--- src/rtl/ecc_encode_pipe.sv ---
`default_nettype none
// ============================================================================
// Module      : ecc_encode_pipe
// Description : Multi-lane extended-Hamming (SECDED) encoder behind an
//               elastic valid/ready pipeline of NumStages register stages.
//               Optional macro ECC_ENCODE_PIPE_INJECT_EN adds error injection.
// Revision    : 1.0 - initial release
// ============================================================================
module ecc_encode_pipe #(
    parameter int DataWidth = 64,
    parameter int NumLanes  = 1,
    parameter int NumStages = 1,
    // Smallest p with 2**p >= DataWidth+p+1, over the legal range 4..120
    localparam int ParityWidth   = (DataWidth <= 4)  ? 3 :
                                   (DataWidth <= 11) ? 4 :
                                   (DataWidth <= 26) ? 5 :
                                   (DataWidth <= 57) ? 6 : 7,
    localparam int CodeWordWidth = DataWidth + ParityWidth,
    localparam int c_IDX_W       = $clog2(CodeWordWidth + 1)
) (
    input  logic                                   clk_i,
    input  logic                                   rst_i,
    input  logic                                   valid_i,
    output logic                                   ready_o,
    input  logic [NumLanes*DataWidth-1:0]          data_i,
    output logic                                   valid_o,
    input  logic                                   ready_i,
    output logic [NumLanes*(CodeWordWidth+1)-1:0]  data_o,
`ifdef ECC_ENCODE_PIPE_INJECT_EN
    input  logic                                   inject_i,
    input  logic [c_IDX_W-1:0]                     inject_idx_i,
`endif
    output logic [31:0]                            count_o
);

    localparam int c_LANE_W = CodeWordWidth + 1;
    localparam int c_OUT_W  = NumLanes * c_LANE_W;

    function automatic logic [c_LANE_W-1:0] f_encode(input logic [DataWidth-1:0] d);
        logic [c_LANE_W-1:0] cw;
        int                  k;
        logic                p;
        cw = '0;
        k  = 0;
        for (int j = 1; j <= CodeWordWidth; j++) begin
            if ((j & (j - 1)) != 0) begin
                cw[j-1] = d[k];
                k++;
            end
        end
        // Parity slots are still zero here, so XOR over every position is safe
        for (int i = 0; i < ParityWidth; i++) begin
            p = 1'b0;
            for (int j = 1; j <= CodeWordWidth; j++) begin
                if (((j >> i) & 1) == 1) p = p ^ cw[j-1];
            end
            cw[(1 << i) - 1] = p;
        end
        cw[CodeWordWidth] = ^cw[CodeWordWidth-1:0];
        return cw;
    endfunction

    logic [c_LANE_W-1:0]  w_flip;
    logic [c_OUT_W-1:0]   w_enc;
    logic [NumStages-1:0] w_free;
    logic [NumStages-1:0] w_leave;
    logic [NumStages-1:0] w_in_vld;
    logic [c_OUT_W-1:0]   w_in_data [NumStages];
    logic [NumStages-1:0] r_vld;
    logic [c_OUT_W-1:0]   r_data    [NumStages];
    logic [31:0]          r_count;

`ifdef ECC_ENCODE_PIPE_INJECT_EN
    always_comb begin
        w_flip = '0;
        if (inject_i && (int'(inject_idx_i) <= CodeWordWidth)) begin
            w_flip[inject_idx_i] = 1'b1;
        end
    end
`else
    assign w_flip = '0;
`endif

    for (genvar k = 0; k < NumLanes; k++) begin : g_lane
        assign w_enc[k*c_LANE_W +: c_LANE_W] =
            f_encode(data_i[k*DataWidth +: DataWidth]) ^ w_flip;
    end

    for (genvar s = 0; s < NumStages; s++) begin : g_stage
        if (s == 0) begin : g_head
            assign w_in_vld[s]  = valid_i;
            assign w_in_data[s] = w_enc;
        end else begin : g_body
            assign w_in_vld[s]  = r_vld[s-1];
            assign w_in_data[s] = r_data[s-1];
        end
    end

    // Back-pressure ripples from the output towards stage 0 in one cycle
    always_comb begin
        logic w_chain;
        w_chain = ready_i;
        w_free  = '0;
        w_leave = '0;
        for (int s = NumStages - 1; s >= 0; s--) begin
            w_leave[s] = r_vld[s] & w_chain;
            w_chain    = ~r_vld[s] | w_leave[s];
            w_free[s]  = w_chain;
        end
    end

    always_ff @(posedge clk_i or posedge rst_i) begin
        if (rst_i) begin
            r_vld   <= '0;
            r_count <= '0;
            for (int s = 0; s < NumStages; s++) r_data[s] <= '0;
        end else begin
            for (int s = 0; s < NumStages; s++) begin
                if (w_free[s]) begin
                    r_vld[s] <= w_in_vld[s];
                    if (w_in_vld[s]) r_data[s] <= w_in_data[s];
                end
            end
            if (w_leave[NumStages-1]) r_count <= r_count + 32'd1;
        end
    end

    assign ready_o = w_free[0];
    assign valid_o = r_vld[NumStages-1];
    assign data_o  = r_data[NumStages-1];
    assign count_o = r_count;

endmodule
`default_nettype wire

--- config.mk ---
export PLATFORM = sky130hd
export DESIGN_NAME = ecc_encode_pipe
export DESIGN_NICKNAME = d
export VERILOG_FILES = /design/src/rtl/ecc_encode_pipe.sv
export SDC_FILE = /design/constraint.sdc
export NUM_CORES = 1
export LEC_CHECK = 0
export CORE_MARGIN = 1
export CORE_UTILIZATION = 40
export CTS_CLUSTER_DIAMETER = 60
export DETAILED_ROUTE_END_ITERATION = 7
export PLACE_DENSITY = 0.79
export SYNTH_ARGS = -nofsm -noshare
export SYNTH_HDL_FRONTEND = slang
export SYNTH_SLANG_ARGS = --single-unit
--- constraint.sdc ---
create_clock -name clk_i -period 8.39 [get_ports clk_i]
set_input_delay 2.517 -clock clk_i [delete_from_list [all_inputs] [get_ports clk_i]]
set_output_delay 2.517 -clock clk_i [all_outputs]
set_load 0.02 [all_outputs]
==> reports/qor.yml <==
status: "finished, final reports clean"
syn_avg_cell_area_sq_um: 13.2
worstMarginPinSlew_ns: 1.01
clkTransAtPathRegs_ns: 0.07
cts_root_buf: "clkbuf_16"
r2r-end: "count_o[31]"
yosysSeqAreaShare: 0.497
max_freq_mhz: 157
viasPerCell: 4.72
rsz0062_at_grt: "false"
drc_errors: 0
synth_ff_type: "dfrtp_1"
endpoint_kind: "primary output"
grt_pass1_vias: 3783
power.density_nw_per_um2: 238
post_cts_buffers: 0
crit_required_ns: 5.87
nets: 647
antenna_found_initial: 0
dp_hpwl_um: 9510
boundaryPins: 174
rr_worst_depth: 7
slew_violations: 0
diodes: 0
holdPathStages: 1
hp-start: "count_o[31]"
hold_end: "count_o[31]"
core-area_sq_um: 12800
numCtsBuffers: 9
p_sw_uw: 574
synthCells: 401
vias: 3562
combPwrFrac: 0.418
rrSetupSlack_ns: 6.36
ys_ff_latch: 105
cpMaxStageDelayCell: "clkdlybuf4s50_1"
drt-initial-drc-count: 160
num-fill-cells: 1008
cp_max_fo: 3
finalHoldViolations: 0
worstSetupStartpointType: "input port"
skew_ns: 0.00426
crit_buf_inv: 2
final_antenna_net_count: 0
placed_area_sq_um: 7220
grt_max_degree: 81
cts_buffer_depth: 2
slew_headroom: 0.330
p_sw_frac: 0.322
initial_core_util: 0.414
clockPowerShare: 0.225
r2r-start: "count_o[10]"
portBuffers: 173
path_cells: "clkdlybuf4s50_1, nand2b_1, clkdlybuf4s50_1"
synth_edf_count: 0
path_delay_family: "buffers and inverters"
vdd_drop_max_mv: 0.157
multi_input_area_sq_um: 2630
tritoncts: "done"
die_y_um: 117
syn_area_sq_um: 5290
holdCritPathClass: "flip-flop to flip-flop"
wirelength_um: 12500
fin_crit_sh: 0.758
grtUsageTotal: 0.192
max_stage_delay_ns: 0.64
fin_area_sq_um: 7510
wl_per_cell_um: 16.6
tns_ns: 0
drtPass1Iterations: 4
p_seq_frac: 0.357
insertion_delay_ns: 0.35
grt_pass1_wl_um: 19400
cpMostUsedCell: "clkdlybuf4s50_1"
regArea_sq_um: 2630
overflow: 0
drv_cap: 0
cts_sinks: 105
crit_type: "input port to primary output"
final-setup-viol-count: 0
final_layout_size_suffix_gt1_frac: 0.154
p_leak_uw: 0.00308
postCtsResizedCells: 0
h-tree-depth: 3
finalCriticalPeriod_ns: 6.36
place_congestion: 0.812
synth_nets: 470
ys_types: 24
rows: 41
async_reset_ff_frac: 1.00
area_growth_pct: 41.9
hold_buffers: 0
power.internal_uw: 1210
die-area_sq_um: 13700
arrival_ns: 3.84
yosys_warnings: 0
die_x_um: 117
worst max-delay path by stage:
stage	startpoint	endpoint	slack [ns]	cells past startpoint
2_1_floorplan	rst_i	count_o[0]	3.11	1
3_3_place_gp	ready_i	ready_o	2.05	3
3_5_place_dp	ready_i	ready_o	2.03	3
4_1_cts	ready_i	ready_o	2.03	3
5_1_grt	ready_i	ready_o	1.99	3
6_report	ready_i	ready_o	2.03	3
worst register-to-register path, cell delays in order, from the launching register on:
cell,delay (ns)
dfrtp_1,0.45
and4_1,0.26
and3_1,0.22
nand3_1,0.10
nor3_1,0.31
and2_1,0.28
nand4_1,0.15
xnor2_1,0.15
flip-flops by register name, summed over array words and instances, names as in the netlist:
| signal | flops |
|---|---|
| count_o | 32 |
| data_o | 72 |
| valid_o | 1 |
power groups by stage:
stage          clock (uW)  sequential [uW]  combinational [uW]
2_1_floorplan           0              736                 384
3_3_place_gp            0              640                 735
3_5_place_dp            0              647                 752
4_1_cts               413              638                 754
5_1_grt               434              647                 802
6_report              401              637                 745
cells by family after synthesis:
family	count (synthesis)	synth area share
muxes	65	0.138
and+or+nand+nor	62	0.0596
buffers and inverters	11	0.00781
adders and majority gates	1	0.00236
AOI/OAI and AO/OA	8	0.00757
xor gates and xnor gates	149	0.288
DFF	105	0.497
per-layer routing:
layer / GRT usage / share of wire
met1: 0.230 / 0.43
met4: 0.0405 / 0.0076
met3: 0.0736 / 0.076
met2: 0.330 / 0.49
met5: 0 / 0
final cells by class:
class / instances / share of cell area
Clock buffer: 10 / 0.0318
Inverter: 3 / 0.00183
Multi-Input combinational cell: 285 / 0.350
Tap cell: 172 / 0.0287
Sequential cell: 105 / 0.350
Timing Repair Buffer: 174 / 0.232
Clock inverter: 6 / 0.00567
Yosys cell counts, types with 4 or more instances:
cell type  number  area (sq um)
nand4_1         7          43.8
buf_1           5          18.8
xor2_1         19           166
nand2_1        23          86.3
and2_1          4          25.0
nor2_1          4          15.0
dfrtp_1       105          2630
mux2_2         65           732
and4_1          4          35.0
and3_1          5          31.3
nand3_1        11          55.1
xnor3_1        11           248
xnor2_1       114           998
o21ai_0         7          35.0
stage by stage:
step | utilization | power (uW) | hold slack [ns] | worst slack [ns] | instances
5_1_grt | 0.588 | 1880 | 0.513 | 1.99 | 755
3_3_place_gp | 0.566 | 1380 | 0.466 | 2.05 | 739
3_5_place_dp | 0.566 | 1400 | 0.484 | 2.03 | 739
4_1_cts | 0.588 | 1810 | 0.499 | 2.03 | 755
6_report | 0.588 | 1780 | 0.494 | 2.03 | 755
2_1_floorplan | - | 1120 | 0.582 | 3.11 | 401
cells in the final DEF, fill, tap and decap left out, drive strengths merged:
master / Yosys / layout
clkdlybuf4s50: 0 / 173
xnor2: 116 / 116
dfrtp: 105 / 105
mux2: 65 / 65
nand2: 23 / 23
xor2: 19 / 19
xnor3: 14 / 14
nand3: 11 / 11
clkbuf: 3 / 10
o21ai: 8 / 8
nand4: 7 / 7
and3: 5 / 5
and2: 4 / 4
nor2: 4 / 4
and4: 4 / 4
inv: 3 / 4
clkinv: 0 / 3
nand2b: 2 / 2
clkinvlp: 0 / 2
or2: 1 / 1
nor3: 1 / 1
ha: 1 / 1
buf: 5 / 1
(Power assumes the default switching activity.)
